--- src/rtl/spi_slave_pkg.sv ---
// Shared constants and types for the SPI slave slot: register map, STATUS/CTRL
// bit positions and the transfer state encoding.
package spi_slave_pkg;

  localparam logic [4:0] REG_STATUS = 5'd0;
  localparam logic [4:0] REG_TXDATA = 5'd1;
  localparam logic [4:0] REG_RXDATA = 5'd2;
  localparam logic [4:0] REG_CTRL   = 5'd3;

  localparam int ST_RX_VALID = 0;
  localparam int ST_BUSY     = 1;
  localparam int ST_OVERRUN  = 2;
  localparam int ST_TX_EMPTY = 3;

  localparam int CTRL_CPHA    = 0;
  localparam int CTRL_CPOL    = 1;
  localparam int CTRL_OVR_CLR = 2;

  typedef enum logic [1:0] {
    IDLE   = 2'd0,
    ACTIVE = 2'd1,
    DONE   = 2'd2
  } state_e;

endpackage

--- src/rtl/spi_slave_sync.sv ---
// Multi-flop synchronizer for one SPI pin, with rise/fall detection taken from
// the last two synchronized samples.
module spi_slave_sync #(
  parameter int   STAGES  = 2,
  parameter logic RST_VAL = 1'b0
) (
  input  logic clk,
  input  logic reset,
  input  logic din,
  output logic dout,
  output logic rise,
  output logic fall
);

  logic [STAGES-1:0] chain_q, chain_d;
  logic              prev_q, prev_d;

  always_comb begin
    chain_d    = chain_q;
    chain_d[0] = din;
    for (int i = 1; i < STAGES; i++) begin
      chain_d[i] = chain_q[i-1];
    end
    prev_d = chain_q[STAGES-1];
  end

  always_ff @(posedge clk) begin
    if (reset) begin
      chain_q <= {STAGES{RST_VAL}};
      prev_q  <= RST_VAL;
    end else begin
      chain_q <= chain_d;
      prev_q  <= prev_d;
    end
  end

  assign dout = chain_q[STAGES-1];
  assign rise = dout & ~prev_q;
  assign fall = ~dout & prev_q;

endmodule

--- src/rtl/spi_slave_core.sv ---
// MMIO-slot SPI slave: oversampled SPI pins, buffered RX byte, CPU-preloaded
// TX byte shifted out on MISO, all four CPOL/CPHA modes.
module spi_slave_core
  import spi_slave_pkg::*;
#(
  parameter int DATA_W      = 8,
  parameter int SYNC_STAGES = 2
) (
  input  logic        clk,
  input  logic        reset,
  input  logic        cs,
  input  logic        read,
  input  logic        write,
  input  logic [4:0]  reg_addr,
  input  logic [31:0] wr_data,
  output logic [31:0] rd_data,
  input  logic        spi_clk,
  input  logic        spi_mosi,
  input  logic        spi_cs_n,
  output logic        spi_miso,
  output state_e      dbg_state
);

  localparam int CNT_W = $clog2(DATA_W + 1);

  logic sclk_s, sclk_rise, sclk_fall;
  logic cs_n_s, cs_n_rise, cs_n_fall;
  logic mosi_s, mosi_rise, mosi_fall;

  spi_slave_sync #(.STAGES(SYNC_STAGES), .RST_VAL(1'b0)) u_sync_sclk (
    .clk(clk), .reset(reset), .din(spi_clk),
    .dout(sclk_s), .rise(sclk_rise), .fall(sclk_fall)
  );
  spi_slave_sync #(.STAGES(SYNC_STAGES), .RST_VAL(1'b1)) u_sync_cs_n (
    .clk(clk), .reset(reset), .din(spi_cs_n),
    .dout(cs_n_s), .rise(cs_n_rise), .fall(cs_n_fall)
  );
  spi_slave_sync #(.STAGES(SYNC_STAGES), .RST_VAL(1'b0)) u_sync_mosi (
    .clk(clk), .reset(reset), .din(spi_mosi),
    .dout(mosi_s), .rise(mosi_rise), .fall(mosi_fall)
  );

  state_e            state_q, state_d;
  logic [CNT_W-1:0]  bit_cnt_q, bit_cnt_d;
  logic [DATA_W-1:0] shift_rx_q, shift_rx_d;
  logic [DATA_W-1:0] shift_tx_q, shift_tx_d;
  logic [DATA_W-1:0] tx_buf_q, tx_buf_d;
  logic [DATA_W-1:0] rx_data_q, rx_data_d;
  logic              rx_valid_q, rx_valid_d;
  logic              overrun_q, overrun_d;
  logic              tx_empty_q, tx_empty_d;
  logic              miso_q, miso_d;
  logic [1:0]        ctrl_q, ctrl_d;

  logic cpha, cpol, leading, trailing, sample_edge, shift_edge;
  logic rd_rx, wr_tx, wr_ctrl;
  logic [3:0] status;

  assign cpha        = ctrl_q[CTRL_CPHA];
  assign cpol        = ctrl_q[CTRL_CPOL];
  assign leading     = cpol ? sclk_fall : sclk_rise;
  assign trailing    = cpol ? sclk_rise : sclk_fall;
  assign sample_edge = cpha ? trailing : leading;
  assign shift_edge  = cpha ? leading : trailing;

  assign rd_rx   = cs & read  & (reg_addr == REG_RXDATA);
  assign wr_tx   = cs & write & (reg_addr == REG_TXDATA);
  assign wr_ctrl = cs & write & (reg_addr == REG_CTRL);

  always_comb begin
    state_d    = state_q;
    bit_cnt_d  = bit_cnt_q;
    shift_rx_d = shift_rx_q;
    shift_tx_d = shift_tx_q;
    tx_buf_d   = tx_buf_q;
    rx_data_d  = rx_data_q;
    rx_valid_d = rx_valid_q;
    overrun_d  = overrun_q;
    tx_empty_d = tx_empty_q;
    miso_d     = miso_q;
    ctrl_d     = ctrl_q;

    if (rd_rx) rx_valid_d = 1'b0;
    if (wr_ctrl) begin
      ctrl_d = wr_data[1:0];
      if (wr_data[CTRL_OVR_CLR]) overrun_d = 1'b0;
    end
    if (wr_tx) tx_buf_d = wr_data[DATA_W-1:0];

    unique case (state_q)
      IDLE: begin
        miso_d = 1'b0;
        if (cs_n_fall) begin
          shift_tx_d = tx_buf_q;
          tx_empty_d = 1'b1;
          bit_cnt_d  = '0;
          if (!cpha) miso_d = tx_buf_q[DATA_W-1];
          state_d = ACTIVE;
        end
      end
      ACTIVE: begin
        if (cs_n_s) begin
          // Master gave up mid-byte: drop the partial byte silently.
          state_d   = IDLE;
          miso_d    = 1'b0;
          bit_cnt_d = '0;
        end else begin
          if (sample_edge) begin
            shift_rx_d = {shift_rx_q[DATA_W-2:0], mosi_s};
            bit_cnt_d  = bit_cnt_q + CNT_W'(1);
            if (bit_cnt_q == CNT_W'(DATA_W - 1)) state_d = DONE;
          end
          // cpha=0 already presented the MSB, so the trailing edge that closes
          // the previous byte (bit_cnt back at 0) must not advance the new one.
          if (shift_edge) begin
            if (cpha) begin
              miso_d     = shift_tx_q[DATA_W-1];
              shift_tx_d = shift_tx_q << 1;
            end else if (bit_cnt_q != '0) begin
              miso_d     = shift_tx_q[DATA_W-2];
              shift_tx_d = shift_tx_q << 1;
            end
          end
        end
      end
      DONE: begin
        rx_data_d  = shift_rx_q;
        rx_valid_d = 1'b1;
        if (rx_valid_q && !rd_rx) overrun_d = 1'b1;
        bit_cnt_d  = '0;
        shift_tx_d = tx_empty_q ? '0 : tx_buf_q;
        tx_empty_d = 1'b1;
        if (cs_n_s) begin
          state_d = IDLE;
          miso_d  = 1'b0;
        end else begin
          state_d = ACTIVE;
          if (!cpha) miso_d = tx_empty_q ? 1'b0 : tx_buf_q[DATA_W-1];
        end
      end
      default: state_d = IDLE;
    endcase

    // A write landing on a reload cycle keeps its data pending for the next byte.
    if (wr_tx) tx_empty_d = 1'b0;
  end

  always_ff @(posedge clk) begin
    if (reset) begin
      state_q    <= IDLE;
      bit_cnt_q  <= '0;
      shift_rx_q <= '0;
      shift_tx_q <= '0;
      tx_buf_q   <= '0;
      rx_data_q  <= '0;
      rx_valid_q <= 1'b0;
      overrun_q  <= 1'b0;
      tx_empty_q <= 1'b1;
      miso_q     <= 1'b0;
      ctrl_q     <= '0;
    end else begin
      state_q    <= state_d;
      bit_cnt_q  <= bit_cnt_d;
      shift_rx_q <= shift_rx_d;
      shift_tx_q <= shift_tx_d;
      tx_buf_q   <= tx_buf_d;
      rx_data_q  <= rx_data_d;
      rx_valid_q <= rx_valid_d;
      overrun_q  <= overrun_d;
      tx_empty_q <= tx_empty_d;
      miso_q     <= miso_d;
      ctrl_q     <= ctrl_d;
    end
  end

  always_comb begin
    status              = '0;
    status[ST_RX_VALID] = rx_valid_q;
    status[ST_BUSY]     = (state_q != IDLE);
    status[ST_OVERRUN]  = overrun_q;
    status[ST_TX_EMPTY] = tx_empty_q;
  end

  always_comb begin
    rd_data = '0;
    case (reg_addr)
      REG_STATUS: rd_data = {28'd0, status};
      REG_RXDATA: rd_data = {{(32-DATA_W){1'b0}}, rx_data_q};
      REG_CTRL:   rd_data = {30'd0, ctrl_q};
      default:    rd_data = '0;
    endcase
  end

  assign spi_miso  = miso_q;
  assign dbg_state = state_q;

  logic unused_bits;
  assign unused_bits = ^{sclk_s, cs_n_rise, mosi_rise, mosi_fall, wr_data[31:DATA_W]};

endmodule

--- config.mk ---
export PLATFORM = sky130hd
export DESIGN_NAME = spi_slave_core
export DESIGN_NICKNAME = d
export VERILOG_FILES = /design/src/rtl/spi_slave_pkg.sv /design/src/rtl/spi_slave_sync.sv /design/src/rtl/spi_slave_core.sv
export SDC_FILE = /design/constraint.sdc
export NUM_CORES = 1
export LEC_CHECK = 0
export BUFFER_PORTS_ARGS = -buffer_cell sky130_fd_sc_hd__buf_2
export CORE_UTILIZATION = 39
export CTS_CLUSTER_DIAMETER = 200
export CTS_CLUSTER_SIZE = 30
export DETAILED_ROUTE_END_ITERATION = 8
export PLACE_DENSITY = 0.66
export SLEW_MARGIN = 20
export SYNTH_ARGS = -nofsm -noshare
export SYNTH_HDL_FRONTEND = slang
export SYNTH_SLANG_ARGS = --single-unit
export TNS_END_PERCENT = 5
--- constraint.sdc ---
create_clock -name clk -period 2 [get_ports clk]
set_clock_uncertainty 0.15 [all_clocks]
set_input_delay 0.1 -clock clk [delete_from_list [all_inputs] [get_ports clk]]
set_output_delay 0.1 -clock clk [all_outputs]
set_load 0.01 [all_outputs]
# == After elaboration in Yosys (flattened, before gate mapping) ==
# Cells that the tools add are included.
# W data, S select, Z words.
# word_totals
reg_bits,52
in_bits,45
word_cells,100
# op_classes
n_addsub,1
n_eq_ne,16
n_mux,41
n_bitwise,11
n_reduce_logical,15
# ops
op,n
$mux W8,6
$pmux W8 S3,2
$mux W1,22
$mux W4,3
$ne A3 B2 Y1 const B,4
$pmux W4 S3,1
$eq A5 B2 Y1 const B,2
$reduce_and A3 Y1,3
$and A1 B1 Y1,8
$mux W2,4
$ne A2 B2 Y1 const B,3
$ne A3 B3 Y1 const B,2
$pmux W2 S3,1
$reduce_bool A3 Y1,2
$eq A5 B1 Y1 const B,1
$logic_not A5 Y1,1
$reduce_and A5 Y1,1
$add A4 B1 Y4 const B,1
$eq A4 B3 Y1 const B,1
$ne A4 B3 Y1 const B,1
$reduce_and A4 Y1,1
$reduce_bool A2 Y1,2
$reduce_bool A4 Y1,1
$not A1 Y1,3
other kinds (8),8

# == Depth between registers and ports, before layout ==
# Gate-level depths: netlist of the first run.
# logic_depth
ltp_word,7
ltp_mapped,8

# == By module ==
# Synthesis of the first run repeated with hierarchy kept, for this count alone.
# hier_totals
hier_cells,281
area_unflattened_um2,2590.0
# by_module_without_submodules
mod,n_inst,cells_per_inst,area_per_inst_um2,seq_area_each_um2
spi_slave_core,1,257,2314.7,880.8
spi_slave_sync at u_sync_mosi ...,2,8,91.3,60.1
spi_slave_sync at u_sync_cs_n,1,8,92.6,60.1

# == Worst setup path after synthesis of the first run ==
# Ideal clock, no wire load.
# synth_timing
path_type,flip-flop to flip-flop
start,register state_q[0] (netlist: dbg_state[0])
end,register shift_tx_q[2]
t_arrival_ps,1801
setup_slack_ps,-85
stages_incl_launch_ff,9
path_cell_list,dfxtp_1 > inv_1 > ha_1 > clkbuf_1 > a2111oi_2 > a2bb2oi_4 > buf_6 > a221oi_1 > a211oi_1
# synth_between
elab_chain_cells,3
elab_cells_between_ends,10
cone_classes,eq/ne (6); mux (1); reduce/logical (3)
# synth_lines
element,line,source
start: declaration,spi_slave_core.sv:43,"state_e state_q, state_d;"
start signal: assignment,spi_slave_core.sv:162,state_q <= state_d;
$eq A2 B1 Y1 (tied with other cells),spi_slave_core.sv:90,unique case (state_q)
$ne A3 B3 Y1 (no line) (tied with other cells),--,
$reduce_and A5 Y1 (no line),--,
end signal: assignment,spi_slave_core.sv:165,shift_tx_q <= shift_tx_d;
end: declaration,spi_slave_core.sv:46,"logic [DATA_W-1:0] shift_tx_q, shift_tx_d;"
# Several ways; a longest one is shown, not always the timed one.
# A chain may end at the register's enable or synchronous reset.

# == Worst setup path in the final report of the first run ==
# layout_timing
start,register ctrl_q[1]
end,register bit_cnt_q[2]
# layout_between
elab_chain_cells,4
elab_cells_between_ends,5
cone_classes,eq/ne (1); mux (3); reduce/logical (1)
# layout_lines
element,line,source
start: declaration,spi_slave_core.sv:53,"logic [1:0] ctrl_q, ctrl_d;"
start signal: assignment,spi_slave_core.sv:172,ctrl_q <= ctrl_d;
$mux W1 (on tied branches),"spi_slave_core.sv:61, spi_slave_core.sv:62",
$mux W1 (*),spi_slave_core.sv:63,assign sample_edge = cpha ? trailing : leading;
$ne A3 B2 Y1 (no line) (*),--,
$reduce_and A3 Y1 (no line) (*),--,
end signal: assignment,spi_slave_core.sv:163,bit_cnt_q <= bit_cnt_d;
end: declaration,spi_slave_core.sv:44,"logic [CNT_W-1:0] bit_cnt_q, bit_cnt_d;"
# Mark *: on every way between the ends. The rest lies on a longest branch, timed or not.

==> results of run 1 <==
-- cells in the mapped netlist (2+ instances only) --
cell type,n,area (um^2)
buf_4,26,195
nor2_1,30,113
o21ai_0,4,20.0
a32oi_1,2,17.5
nand2_1,19,71.3
a31oi_1,3,18.8
a21oi_1,18,90.1
inv_1,16,60.1
or3_1,2,12.5
ha_1,6,75.1
clkbuf_1,11,41.3
nor3_1,5,25.0
and2_1,5,31.3
dfxtp_1,52,1040
o21ai_1,2,10.0
nor2b_1,6,37.5
mux2i_1,25,250
buf_2,2,10.0
a211oi_1,7,52.6
a221oi_1,7,61.3
nand3_1,10,50.1
nor4b_2,2,30.0
or2_2,4,25.0
nand2b_1,4,25.0
-- where the power goes --
group	leakage (nW)	total [W]	switching (W)	internal (W)
Clock	0.0414	0.000590	0.000341	0.000250
Combinational	0.744	0.000202	0.000112	0.0000900
Sequential	0.423	0.00107	0.0000135	0.00106
Total	1.21	0.00186	0.000466	0.00139
-- metal layers --
metal | global-route usage [%] | share of wire, % | vias up
met3 | 2.97 | 3.0 | 6
met5 | 0 | 0 | -
met4 | 4.31 | 0.81 | 0
met1 | 17.3 | 46 | 919
li1 | - | - | 1035
met2 | 25.9 | 51 | 37
-- metrics by stage --
step	hold WS (ns)	setup WS (ns)	area (um^2)	power [W]
3_5_place_dp	0.137	-0.0284	2780	0.00126
6_report	0.0818	0.111	3060	0.00186
4_1_cts	0.0823	0.000944	3000	0.00187
3_3_place_gp	0.138	0.00588	2780	0.00126
5_1_grt	0.0971	0.00499	3060	0.00195
2_1_floorplan	0.0538	0.0340	2690	0.00125
-- worst paths after layout --
path | endpoint | slack, ns
max | bit_cnt_q[2]$_SDFFE_PP0P_ | 0.11
max reg2reg | bit_cnt_q[2]$_SDFFE_PP0P_ | 0.11
min | rx_data_q[6]$_SDFFE_PP0P_ | 0.08
min reg2reg | u_sync_cs_n.chain_q[1]$_SDFF_PP1_ | 0.27
-- worst max-delay path, stage by stage (launching register included) --
cell	delay [ns]
dfxtp_1	0.37
xnor2_2	0.27
mux2i_2	0.29
buf_4	0.18
buf_4	0.18
a21oi_1	0.08
o21ai_0	0.15
a21oi_1	0.08
-- placed cells by master (no fill, tap or decap), drive strengths merged --
master,instances
a2bb2oi,1
a32o,1
and4b,1
mux2,1
mux2i,26
nor3,6
clkinvlp,1
nor2b,6
a21o,1
a32oi,2
conb,24
nand3,10
buf,45
or3,2
o21ai,6
or2,5
ha,6
inv,16
nand4b,1
xnor2,1
clkinv,1
clkbuf,6
nor3b,1
a31oi,3
a221oi,7
dfxtp,52
nand2,19
a21oi,18
a211oi,7
o32ai,1
nand2b,5
dlygate4sd3,13
nor4b,2
nand4,1
a41oi,1
a22oi,1
and2,5
nor2,30
and3b,1
a2111oi,1
-- final cells by class --
class / instances / area, um^2 / share of cell area [%]
repair buffers: 58 / 403 / 13.2
multi-input cells: 203 / 1360 / 44.5
flip-flops and latches: 52 / 1050 / 34.3
clock inverters: 2 / 16.3 / 0.532
inverters: 16 / 60.1 / 1.96
clock buffers: 6 / 72.6 / 2.37
well taps: 77 / 96.3 / 3.15
-- repair_timing --
| item | 4_1_cts | 5_1_grt |
|---|---|---|
| hold buffers | 13 | 0 |
| gates cloned | 0 | 0 |
| endpoints found under the setup margin | 10 | 19 |
| endpoints found under the hold margin | 15 | 0 |
| setup buffers | 0 | 1 |
| gates resized for setup | 2 | 9 |
| pin swaps | 1 | 2 |
-- registers in the layout, summed over array words and instances, names as in the netlist --
register,cells
u_sync_mosi.chain_q,2
u_sync_cs_n.chain_q,2
dbg_state,2
rx_data_q,8
u_sync_sclk.chain_q,2
tx_empty_q,1
shift_rx_q,8
overrun_q,1
bit_cnt_q,4
spi_miso,1
ctrl_q,2
u_sync_sclk.prev_q,1
rx_valid_q,1
u_sync_cs_n.prev_q,1
tx_buf_q,8
shift_tx_q,8
-- cells by family after synthesis --
logic type,count (synthesis)
xor gates and xnor gates,1
and+or+nand+nor,95
other,1
muxes,27
DFF,52
adders and majority gates,6
buffers and inverters,57
AOI/OAI and AO/OA,50
==> flow_summary.ini, run 1 <==
[clocking]
clkSlewWorstSetupHoldPaths_ns = 0.10
ctsRootBufferMaster = clkbuf_8
h-tree-depth = 2
clock_sinks = 52
cts_tree = yes
numCtsBuffers = 5
clock_path_buffers = 2
insertion_delay_ns = 0.30

[power_and_ir_drop]
p_leak_nw = 1.21
p_per_area_nw_per_um2 = 609
irDropWorstVdd_mv = 0.518

[critical_path]
crit_type = register to register
end_kind = register
arrival_ns = 1.91
reg2reg_depth = 7
r2r_start = ctrl_q[1]$_SDFFE_PP0P_
startpoint = ctrl_q[1]$_SDFFE_PP0P_
startpoint_type = register
crit_required_ns = 2.02
critPathMaxFanout = 11

[timing]
period_share_pct = 94.4
max_freq_mhz = 529
setup_tns_ns = 0
hold_viol_final = 0
rsz0062_at_grt = no
setup_viol = 0
slew_violations = 0
timing.final.crit_period_ns = 1.89

[drt]
dr.pass1.iters = 4
vias_per_cell = 4.82
postRouteAntennaNets = 0
wl_per_cell_um = 12.2
wl_mm = 5.05
route.vias.total = 1997
drc = 0
dr.first_iter.drc_count = 75

[grt]
grt_pass1_wl_mm = 8.20
grt_max_degree = 28
antenna_found_initial = 0
grt_overflow_total = 0
grt_util_all_layers_pct = 14.4
grt_pass1_vias = 1837

[cells_and_area]
area_growth_syn_to_layout_pct = 18.0
n_antenna_cell = 0
fill_cells = 640
drive_gt1_share_pct = 23.1
fin_nets = 387
layout.cells.non_filler = 414
fin_util_pct = 47.9

[logic_synthesis]
synth_fa_ha_area_share_pct = 2.90
synth-compound-area-share_pct = 13.7
synth.avg_cell_area_um2 = 8.97
ys_seq_area_share_pct = 40.2
synth_area_um2 = 2590
synthFlopType = dfxtp_1
synth_xor_area_share_pct = 0.628
synth_simple_gate_area_share_pct = 19.3
yosysUniqueCellTypes = 45
ys_ff_latch = 52
ys_warn_count = 0
async_flop_share_pct = 0
synth.area.mux_share_pct = 10.8
syn_inst = 289
synth_edf_count = 0
synth_top_family_by_area = simple AND/OR/NAND/NOR gates

[die]
initial_core_util_pct = 40.6
core_area_um2 = 6390
die_w_um = 83.5
die-height_um = 83.5
num_io_pins = 80
rows = 29
die_area_um2 = 6970

[hold_path]
hold_class = input pin to register
min_from = reset
hold_depth = 2

[status]
status = completed

[placement]
port-buffer-count = 31
place_inst = 392
hpwl_mm = 3.48
place.gp.congestion = 0.799

[flow_run]
maxCapViolCount = 0
Power figures use the tool's default switching activity.
==> inputs of run 2 (changes only) <==
--- a/config.mk
+++ b/config.mk
@@ -6,11 +6,13 @@
 export NUM_CORES = 1
 export LEC_CHECK = 0
 export BUFFER_PORTS_ARGS = -buffer_cell sky130_fd_sc_hd__buf_2
-export CORE_UTILIZATION = 39
+export CAP_MARGIN = 15
+export CORE_UTILIZATION = 46
 export CTS_CLUSTER_DIAMETER = 200
 export CTS_CLUSTER_SIZE = 30
 export DETAILED_ROUTE_END_ITERATION = 8
-export PLACE_DENSITY = 0.66
+export PLACE_DENSITY = 0.76
+export SETUP_SLACK_MARGIN = 0.5
 export SLEW_MARGIN = 20
 export SYNTH_ARGS = -nofsm -noshare
 export SYNTH_HDL_FRONTEND = slang
==> run 2 against run 1 <==
Compared with the run above: critical path depth unchanged; via count is 5.8% higher; non-clock buffer count up 12; count of clock-buffer cells in the layout up 1; critical path type unchanged.
==> flow_summary.ini, run 2 (synthesis gave the netlist of run 1 again) <==
[status]
status = completed

[critical_path]
crit_type = register to register
crit_required_ns = 2.03
startpoint_type = register
end_kind = register
r2r_start = dbg_state[1]$_SDFFE_PP0P_
worstPathCellList = inv_4 > ha_4 > a2111oi_4 > a2bb2oi_4 > buf_12 > a221oi_2 > a211oi_2
cp_top_family = compound AO/OA/AOI/OAI gates
crit_buf_inv = 2
slowest_delay_ns = 0.39
crit_slowest_cell = dfxtp_4
startpoint = dbg_state[1]$_SDFFE_PP0P_
critPathMaxFanout = 8
arrival_ns = 1.89

[grt]
grt_pass1_vias = 2020
grt_util_all_layers_pct = 19.5
grt_pass1_wl_mm = 9.15
antenna_found_initial = 0
grt_overflow_total = 0
grt_max_degree = 31

[die]
rows = 26
die_w_um = 77.1
die-height_um = 77.1
num_io_pins = 80
die_area_um2 = 5940
core_area_um2 = 5270
initial_core_util_pct = 49.2

[timing]
max_slew.worst_pin.slew_ns = 0.609
max_freq_mhz = 537
max_slew_margin_pct = 59.4
rsz0062_at_grt = yes
slew_violations = 0
timing.final.crit_period_ns = 1.86
period_share_pct = 93.2
setup_viol = 0
setup_tns_ns = 0
hold_viol_final = 0

[clocking]
numCtsBuffers = 5
h-tree-depth = 2
ctsRootBufferMaster = clkbuf_8
insertion_delay_ns = 0.31
cts_tree = yes
clock_sinks = 52
clkSlewWorstSetupHoldPaths_ns = 0.09
clock_path_buffers = 2

[power_and_ir_drop]
power_frac_seq_pct = 52.4
p_per_area_nw_per_um2 = 613
irDropWorstVdd_mv = 0.411
p_leak_nw = 1.35
switching_share_pct = 24.4
p_clk_share_pct = 34.8
p_total_w = 0.00204
p_int_w = 0.00154
netSwitchingPower_w = 0.000497
power_frac_comb_pct = 12.8

[cells_and_area]
fill_cells = 442
fin_nets = 399
multi_input_area_um2 = 1460
layout.cells.non_filler = 419
drive_gt1_share_pct = 30.7
area_growth_syn_to_layout_pct = 28.3
final_common_cell = dfxtp_1
regArea_um2 = 1050
final_cell_mix = 47 x dfxtp_1, 31 x buf_2, 29 x nor2_1
n_antenna_cell = 0

[placement]
port-buffer-count = 31
hpwl_mm = 3.37
place_inst = 387
place.gp.congestion = 0.875

[hold_path]
hold_class = input pin to register
min_from = write

[drt]
route.vias.total = 2113
wl_mm = 5.47
drc = 0
vias_per_cell = 5.04
topRoutingLayerUsed = met4
wl_met1_mm = 2.42
dr.first_iter.drc_count = 138
wl_met3_um = 149
met2_length_mm = 2.82
postRouteAntennaNets = 0
wl_per_cell_um = 13.0
dr.pass1.iters = 4

[flow_run]
maxCapViolCount = 0
==> run 2: power groups by stage <==
stage	logic [W]	clock network, W	registers [W]
after floorplan	0.000164	0	0.00109
after global placement	0.000176	0	0.00109
after detailed placement	0.000178	0	0.00109
after CTS	0.000252	0.000718	0.00107
after global routing	0.000280	0.000765	0.00107
final	0.000260	0.000710	0.00107
==> run 2: tightest hold or removal path: cells and delay by family <==
kind | cells | cell delay [ns]
buffers and inverters | 1 | 0.10
multiplexers | 1 | 0.11
AND/OR/NAND/NOR | 3 | 0.24
==> run 2: stage by stage <==
step / utilization, % / cell area (um^2) / setup slack, ns / hold WS (ns)
3_5_place_dp: 53.9 / 2840 / 0.00812 / 0.134
4_1_cts: 62.8 / 3310 / 0.175 / 0.113
2_1_floorplan: - / 2740 / 0.139 / 0.0538
5_1_grt: 63.1 / 3330 / 0.0900 / 0.143
6_report: 63.1 / 3330 / 0.137 / 0.119
3_3_place_gp: 53.9 / 2840 / 0.0422 / 0.133
==> run 2: per-layer routing <==
layer / up-vias / global-route usage (%)
li1: 1062 / -
met5: - / 0
met3: 7 / 4.17
met4: 0 / 7.36
met1: 1005 / 23.2
met2: 39 / 34.1
==> run 2: path summary, 6_finish.rpt <==
path | endpoint | slack, ns | cells past startpoint
max | shift_tx_q[4]$_SDFFE_PP0P_ | 0.14 | 7
min | ctrl_q[1]$_SDFFE_PP0P_ | 0.12 | 5
max reg2reg | shift_tx_q[4]$_SDFFE_PP0P_ | 0.14 | 7
min reg2reg | u_sync_cs_n.chain_q[1]$_SDFF_PP1_ | 0.26 | 1
==> run 2: repair_timing <==
item	4_1_cts	5_1_grt
gates cloned	1	0
endpoints found under the hold margin	15	0
pin swaps	9	4
endpoints found under the setup margin	29	46
buffers inserted	9	1
hold buffers	13	0
gates resized for setup	23	3
==> run 2: cell type report <==
| type | instances | share of cell area, % |
|---|---|---|
| Inverter | 16 | 1.96 |
| Clock inverter | 1 | 0.263 |
| Clock buffer | 7 | 3.24 |
| Multi-Input combinational cell | 203 | 43.9 |
| Sequential cell | 52 | 31.6 |
| Timing Repair Buffer | 70 | 16.4 |
| Tap cell | 70 | 2.63 |
==> inputs of run 3 (changes only) <==
--- a/config.mk
+++ b/config.mk
@@ -12,6 +12,7 @@
 export CTS_CLUSTER_SIZE = 30
 export DETAILED_ROUTE_END_ITERATION = 8
 export PLACE_DENSITY = 0.76
+export REMOVE_ABC_BUFFERS = 1
 export SETUP_SLACK_MARGIN = 0.5
 export SLEW_MARGIN = 20
 export SYNTH_ARGS = -nofsm -noshare
==> run 3 against run 2 <==
Compared with the run above: count of clock-buffer cells in the layout is the same; critical path depth grew 1; sequential share of layout area grew 0.060 points; first-iteration DRC count shrank 11%; utilization shrank 0.12 points.
==> flow_summary.ini, run 3 (synthesis gave the netlist of run 1 again) <==
[drt]
wl_per_cell_um = 13.9
route.vias.total = 2208
postRouteAntennaNets = 0
dr.first_iter.drc_count = 123
vias_per_cell = 5.26
drc = 0
wl_mm = 5.84
dr.pass1.iters = 4

[clocking]
clock_sinks = 52
ctsRootBufferMaster = clkbuf_8
h-tree-depth = 2
insertion_delay_ns = 0.30
cts_tree = yes
clkSlewWorstSetupHoldPaths_ns = 0.09
numCtsBuffers = 5
clock_path_buffers = 2

[critical_path]
slowest_delay_ns = 0.37
cp_top_family = compound AO/OA/AOI/OAI gates
startpoint = dbg_state[1]$_SDFFE_PP0P_
startpoint_type = register
arrival_ns = 1.91
crit_buf_inv = 3
worstPathCellList = inv_2 > ha_4 > buf_6 > a21o_2 > a2bb2oi_4 > buf_12 > a221oi_1 > a211oi_1
crit_required_ns = 2.01
reg2reg_slack_ns = 0.1
r2r_start = dbg_state[1]$_SDFFE_PP0P_
crit_cells = 8
end_kind = register
critPathMaxFanout = 8
crit_type = register to register
worstSetupEndpoint = shift_tx_q[4]$_SDFFE_PP0P_
r2r-end = shift_tx_q[4]$_SDFFE_PP0P_
reg2reg_depth = 8
crit_slowest_cell = dfxtp_2

[cells_and_area]
final_common_cell = dfxtp_1
fin_nets = 400
fin_area_um2 = 3320
drive_gt1_share_pct = 30.3
n_antenna_cell = 0
area_growth_syn_to_layout_pct = 28.1
fin_util_pct = 63.0
final_cell_mix = 47 x dfxtp_1, 31 x buf_2, 29 x nor2_1

[die]
die_area_um2 = 5940
num_io_pins = 80
rows = 26
core_area_um2 = 5270
initial_core_util_pct = 49.2
die_w_um = 77.1
die-height_um = 77.1

[flow_run]
maxCapViolCount = 0

[timing]
rsz0062_at_grt = yes
slew_violations = 0
setup_viol = 0
period_share_pct = 95.1
max_freq_mhz = 526
fin_ws_ns = 0.0977
whs_ns = 0.125
max_slew_margin_pct = 61.1
hold_viol_final = 0
max_slew.worst_pin.slew_ns = 0.584
timing.final.crit_period_ns = 1.90

[placement]
port-buffer-count = 31
hpwl_mm = 3.38
placed_area_um2 = 2760
dp_slack_ns = -0.0318
place.gp.congestion = 0.833

[grt]
grt_pass1_wl_mm = 9.62
grt_util_all_layers_pct = 20.1
grt_max_degree = 31
antenna_found_initial = 0
grt_overflow_total = 0
grt_pass1_vias = 2039

[hold_path]
hold_class = input pin to register
hold_depth = 5

[status]
status = completed

[power_and_ir_drop]
p_per_area_nw_per_um2 = 632
irDropWorstVdd_mv = 0.444
p_leak_nw = 1.33
-- run 3: cell types whose count changed in the layout (fill, tap and decap cells not counted), sizes merged --
cell / delta
a2bb2oi: +1
clkinv: -1
bufinv: +1
-- run 3: through the flow --
step | TNS, ns | total power, W | cells
CTS | 0 | 0.00207 | 419
global route | 0 | 0.00218 | 420
detailed placement | -0.0916 | 0.00126 | 386
floorplan | -0.251 | 0.00119 | 271
finish | 0 | 0.00210 | 420
global placement | 0 | 0.00125 | 386
-- run 3: worst register-to-register path, delay by kind of cell, from the launching register on --
kind	cells	cell delay (ns)
buf+inv	3	0.35
compound gates	4	0.74
fa+ha+maj	1	0.17
flops	1	0.37
-- run 3: layout make-up --
cell class	count	area [um^2]
Clock buffer	7	96.3
Clock inverter	1	30.0
Fill cell	441	1950
Inverter	16	62.6
Multi-Input combinational cell	204	1490
Sequential cell	52	1050
Tap cell	70	87.6
Timing Repair Buffer	70	500
-- run 3: per-layer routing --
metal | vias up | wire length, um | track usage (%)
li1 | 1067 | - | -
met1 | 1047 | 2650 | 26.5
met2 | 86 | 2810 | 33.1
met3 | 8 | 291 | 3.57
met4 | 0 | 92 | 6.60
met5 | - | 0 | 0
-- run 3: worst min-delay path by stage --
stage	startpoint	endpoint
finish	write	ctrl_q[0]$_SDFFE_PP0P_
CTS	reset	tx_buf_q[2]$_SDFFE_PP0P_
global placement	spi_cs_n	u_sync_cs_n.chain_q[0]$_SDFF_PP1_
global route	reset	tx_buf_q[0]$_SDFFE_PP0P_
detailed placement	spi_cs_n	u_sync_cs_n.chain_q[0]$_SDFF_PP1_
floorplan	reset	bit_cnt_q[0]$_SDFFE_PP0P_
-- run 3: timing repair --
item                                    4_1_cts  5_1_grt
hold endpoints to repair                     15        0
gates resized for setup                      23       16
pin swaps                                     6       12
endpoints found under the setup margin       29       39
gates cloned                                  1        0
setup buffers                                11        1
hold buffers                                 13        0
-- run 3: where the power goes --
group | total [W] | leakage [nW] | switching (W) | internal, W
Sequential | 0.00107 | 0.425 | 0.0000163 | 0.00105
Combinational | 0.000250 | 0.838 | 0.000132 | 0.000117
Clock | 0.000779 | 0.0645 | 0.000337 | 0.000442
Total | 0.00210 | 1.33 | 0.000486 | 0.00161
